[src/rtl/pipe_stage_buf.sv]
// Handshaked pipeline stage register with optional skid entry,
// synchronous flush and a sticky halt tracker.
module pipe_stage_buf #(
    parameter int WIDTH = 32,
    parameter int SKID  = 1
) (
    input  logic             CLK,
    input  logic             nRST,
    input  logic             in_valid,
    output logic             in_ready,
    input  logic [WIDTH-1:0] in_data,
    input  logic             in_halt,
    output logic             out_valid,
    input  logic             out_ready,
    output logic [WIDTH-1:0] out_data,
    output logic             out_halt,
    input  logic             flush,
    output logic             halted,
    output logic [1:0]       count
);

    localparam logic [1:0] EMPTY = 2'd0;
    localparam logic [1:0] ONE   = 2'd1;
    localparam logic [1:0] TWO   = 2'd2;

    logic [1:0]       state;
    logic [WIDTH-1:0] skid_data;
    logic             skid_halt;
    logic             push;
    logic             pop;
    logic             fill_skid;

    // state encoding doubles as the occupancy count
    assign count     = state;
    assign out_valid = (state != EMPTY);
    assign push      = in_valid & in_ready;
    assign pop       = out_valid & out_ready;
    assign fill_skid = push & ~pop & (state != EMPTY);

    // skid mode: ready is registered-only; single mode: ready follows out_ready
    always_comb begin
        if (SKID != 0)
            in_ready = (state != TWO) & ~halted;
        else
            in_ready = ((state == EMPTY) | out_ready) & ~halted;
    end

    // occupancy and head entry; flush discards any same-cycle transfer
    always_ff @(posedge CLK or negedge nRST) begin
        if (!nRST) begin
            state    <= EMPTY;
            out_data <= '0;
            out_halt <= 1'b0;
        end else if (flush) begin
            state <= EMPTY;
        end else begin
            unique case (1'b1)
                push & pop: begin
                    out_data <= in_data;
                    out_halt <= in_halt;
                end
                push & ~pop & (state == EMPTY): begin
                    state    <= ONE;
                    out_data <= in_data;
                    out_halt <= in_halt;
                end
                push & ~pop & (state != EMPTY): begin
                    state <= TWO;
                end
                ~push & pop & (state == TWO): begin
                    state    <= ONE;
                    out_data <= skid_data;
                    out_halt <= skid_halt;
                end
                ~push & pop & (state != TWO): begin
                    state <= EMPTY;
                end
                default: begin
                    state <= state;
                end
            endcase
        end
    end

    // second entry captures a push that arrives while the head is stalled
    always_ff @(posedge CLK or negedge nRST) begin
        if (!nRST) begin
            skid_data <= '0;
            skid_halt <= 1'b0;
        end else if (!flush && fill_skid) begin
            skid_data <= in_data;
            skid_halt <= in_halt;
        end
    end

    // halted latches once a halt entry actually leaves downstream
    always_ff @(posedge CLK or negedge nRST) begin
        if (!nRST)
            halted <= 1'b0;
        else if (!flush && pop && out_halt)
            halted <= 1'b1;
    end

endmodule

[config.mk]
export PLATFORM = sky130hd
export DESIGN_NAME = pipe_stage_buf
export DESIGN_NICKNAME = d
export VERILOG_FILES = /design/src/rtl/pipe_stage_buf.sv
export SDC_FILE = /design/constraint.sdc
export NUM_CORES = 1
export LEC_CHECK = 0
export CAP_MARGIN = 25
export CORE_ASPECT_RATIO = 1.25
export CORE_UTILIZATION = 44
export DETAILED_ROUTE_END_ITERATION = 16
export PLACE_DENSITY = 0.75
export SYNTH_ARGS = -nofsm -noshare
export SYNTH_HDL_FRONTEND = slang
export SYNTH_SLANG_ARGS = --single-unit
[constraint.sdc]
create_clock -name CLK -period 1.8 [get_ports CLK]
set_input_delay 0.54 -clock CLK [delete_from_list [all_inputs] [get_ports CLK]]
set_output_delay 0.54 -clock CLK [all_outputs]
set_load 0.1 [all_outputs]
==> flow_summary_export.csv, run 1 <==
group,metric,value,unit
sta,slew_headroom,0.748,
cts,path_clk_slew,0.07,ns
logic_synthesis,yosysUniqueCellTypes,18,
die,fp.dieH,95.2,µm
cts,numCtsBuffers,9,
cts,cts_tree,"done",
placement,dp_cells,360,
logic_synthesis,synth_top_cell_by_area,"dfrtp_1",
logic_synthesis,async_flop_share,1.00,
placement,place_congestion,0.701,
cts,clkLatencyLatePin,0.33,ns
setup_path,rrSetupSlack,-0.17,ns
placement,placed_area,0.00442,mm²
setup_path,r2r_start,"count[0]",
cells_and_area,fin_cells,392,
global_routing,grt_pass1_vias,2246,
drt,drc,0,
die,boundaryPins,76,
sta,hold_viol_final,0,
logic_synthesis,synth_edf_count,0,
placement,dpl.hpwl,4090,µm
global_routing,antenna_found_initial,0,
cells_and_area,layout.nets,338,
logic_synthesis,synth_common_cells,"mux2_2, dfrtp_1, buf_2",
die,rows,33,
die,initial_utilization,0.459,
sta,setup_ws,-0.168,ns
logic_synthesis,synth.area.top_cells,"dfrtp_1, mux2_2, buf_6",
logic_synthesis,synth_xor_area_frac,0,
setup_path,cp_data_required_time,2.00,ns
logic_synthesis,netlist.area_leader.share,0.565,
global_routing,grt_max_degree,70,
min_path,hold_class,"in2async",
sta,worst_slew_pin_slew,0.378,ns
logic_synthesis,synth_top_family_by_area,"multiplexers",
sta,finalClockSkew,0.0109,ns
cells_and_area,seqCellArea,0.00174,mm²
drt,via_count,2020,
setup_path,cp.arrival,2.17,ns
logic_synthesis,syn_nets,232,
logic_synthesis,synth_most_common_cell,"mux2_2",
drt,drt-initial-drc-count,51,
logic_synthesis,synth_ff_type,"dfrtp_1",
logic_synthesis,synth.avg_cell_area,15.7,µm²
cells_and_area,area_delta_synth_final,68.9,%
drt,antenna_left,0,
drt,vias_per_cell,5.15,
logic_synthesis,synthAdderAreaFrac,0.00328,
job,maxCapViolations,0,
setup_path,crit_type,"reg2reg",
cells_and_area,finish.utilization,0.776,
sta,fmax,508,MHz
placement,io_buffers,75,
logic_synthesis,synthMuxAreaShare,0.365,
drt,wl,7710,µm
sta,post-route-min-period,1.97,ns
global_routing,met2_usage,0.388,
global_routing,busiest_layer,"met2",
global_routing,grt_pass1_wl,11800,µm
cts,holdBufCountCts,0,
global_routing,met1_usage,0.260,
logic_synthesis,synthesis.area,0.00305,mm²
sta,setup_violations,46,
logic_synthesis,ys_ff_latch,69,
cells_and_area,stdcell_area,0.00516,mm²
global_routing,overflow,0,
cts,h-tree-depth,3,
logic_synthesis,yosysWarnings,0,
drt,wl_per_cell,19.7,µm
cells_and_area,multi_input_area,0.00153,mm²
logic_synthesis,syn_inst,194,
cells_and_area,drive_above_1_share,0.633,
sta,rsz0062_at_grt,"yes",
sta,timing.final.crit_share,1.09,
cts,ctsRootBufferMaster,"clkbuf_8",
sta,finalMaxSlewViolations,0,
logic_synthesis,synthSimpleGateAreaFrac,0.0270,
die,die_w,76.5,µm
cts,cts_sinks,69,
setup_path,cp_max_fo,8,
logic_synthesis,ys_seq_area_frac,0.565,
cells_and_area,fillers,393,
setup_path,cp-startpoint,"count[0]",
status,violations,"setup timing",
die,coreArea,0.00665,mm²
setup_path,endpoint_kind,"flip-flop",
status,status,"complete, but fails checks",
global_routing,use_met3,0.0488,
global_routing,track_usage,0.218,
setup_path,cp-start-kind,"flip-flop",
cts,clk_path_buf_depth,2,
cells_and_area,diodes,0,
die,die_area,0.00728,mm²
logic_synthesis,synth_compound_area_frac,0.0147,
drt,drtPass1Iterations,4,
[final cells by class]
class,count,area share
clock buffer,12,0.0281
clock inverter,4,0.00922
inverter,3,0.00291
multi-input combinational,113,0.296
sequential,69,0.337
tap,87,0.0211
timing repair buffer,104,0.306
[placed cells by master (no fill, tap or decap), types with 2 or more instances in the layout]
cell and n:
clkbuf_8 10, dfrtp_4 3, buf_6 9, clkinvlp_4 2, buf_16 4, dfrtp_1 66
clkbuf_1 2, mux2_2 33, clkbuf_16 2, clkinv_2 2, nand3b_1 3, buf_12 45
dlygate4sd2_1 2, mux2_4 66, clkdlybuf4s50_1 34, buf_4 7
[cell families (layout without fill, tap and decap cells)]
kind of cell | Yosys count | in the layout
and+or+nand+nor | 9 | 9
adders and majority gates | 1 | 1
buffers and inverters | 12 | 123
DFF | 69 | 69
AOI/OAI and AO/OA | 4 | 4
muxes | 99 | 99
[worst max-delay path, stage by stage (launching register included)]
cell,delay [ns]
dfrtp_4,0.48
or4b_4,0.57
a31oi_4,0.18
buf_6,0.16
buf_12,0.14
mux2_4,0.31
[flip-flops by register name, indices dropped and copies added (netlist names)]
register,count
skid_data,32
out_data,32
out_halt,1
count,2
halted,1
skid_halt,1
[metal layers]
| layer | up-vias | part of all wire |
|---|---|---|
| met5 | - | 0 |
| met4 | 0 | 0.010 |
| met3 | 6 | 0.027 |
| met2 | 42 | 0.53 |
| met1 | 1054 | 0.43 |
| li1 | 918 | - |
[repair_timing]
item | 4_1_cts | 5_1_grt
setup buffers | 9 | 3
gates resized for setup | 53 | 36
hold endpoints to repair | 0 | 0
gates cloned | 5 | 2
setup endpoints to repair | 68 | 69
pin swaps | 2 | 3
[path summary, 6_finish.rpt]
kind	to	cells past startpoint
max in group asynchronous	count[0]	2
min	count[1]	2
min reg2reg	skid_data[14]	1
max	out_data[11]	5
min in group CLK	skid_data[14]	1
max reg2reg	out_data[11]	5
[per-stage QoR]
step / hold slack, ns / setup slack (ns) / TNS (ns)
6_report: 0.212 / -0.168 / -5.61
5_1_grt: 0.225 / -0.209 / -7.98
4_1_cts: 0.221 / -0.176 / -5.89
3_5_place_dp: 0.477 / -0.623 / -36.42
3_3_place_gp: 0.465 / -0.576 / -33.84
2_1_floorplan: 0.244 / -0.274 / -9.92
Power of run 1 is left out: the tool's default activity adds up to more than one toggle a clock period on the data nets, which glitch-free logic cannot reach.
==> run 2, diff against run 1 <==
--- a/config.mk
+++ b/config.mk
@@ -9,6 +9,7 @@
 export CORE_ASPECT_RATIO = 1.25
 export CORE_UTILIZATION = 44
 export DETAILED_ROUTE_END_ITERATION = 16
+export GPL_ROUTABILITY_DRIVEN = 0
 export PLACE_DENSITY = 0.75
 export SYNTH_ARGS = -nofsm -noshare
 export SYNTH_HDL_FRONTEND = slang
==> results of run 2 <==
Same layout as run 1: the final DEF is identical, and so are final timing and power.
Power of run 2 is left out for the same reason.
==> run 3, diff against run 2 <==
--- a/config.mk
+++ b/config.mk
@@ -5,6 +5,7 @@
 export SDC_FILE = /design/constraint.sdc
 export NUM_CORES = 1
 export LEC_CHECK = 0
+export ABC_CLOCK_PERIOD_IN_PS = 1800
 export CAP_MARGIN = 25
 export CORE_ASPECT_RATIO = 1.25
 export CORE_UTILIZATION = 44
==> results of run 3 <==
Same layout as run 1: the final DEF is identical, and so are final timing and power.
Power of run 3 is left out for the same reason.
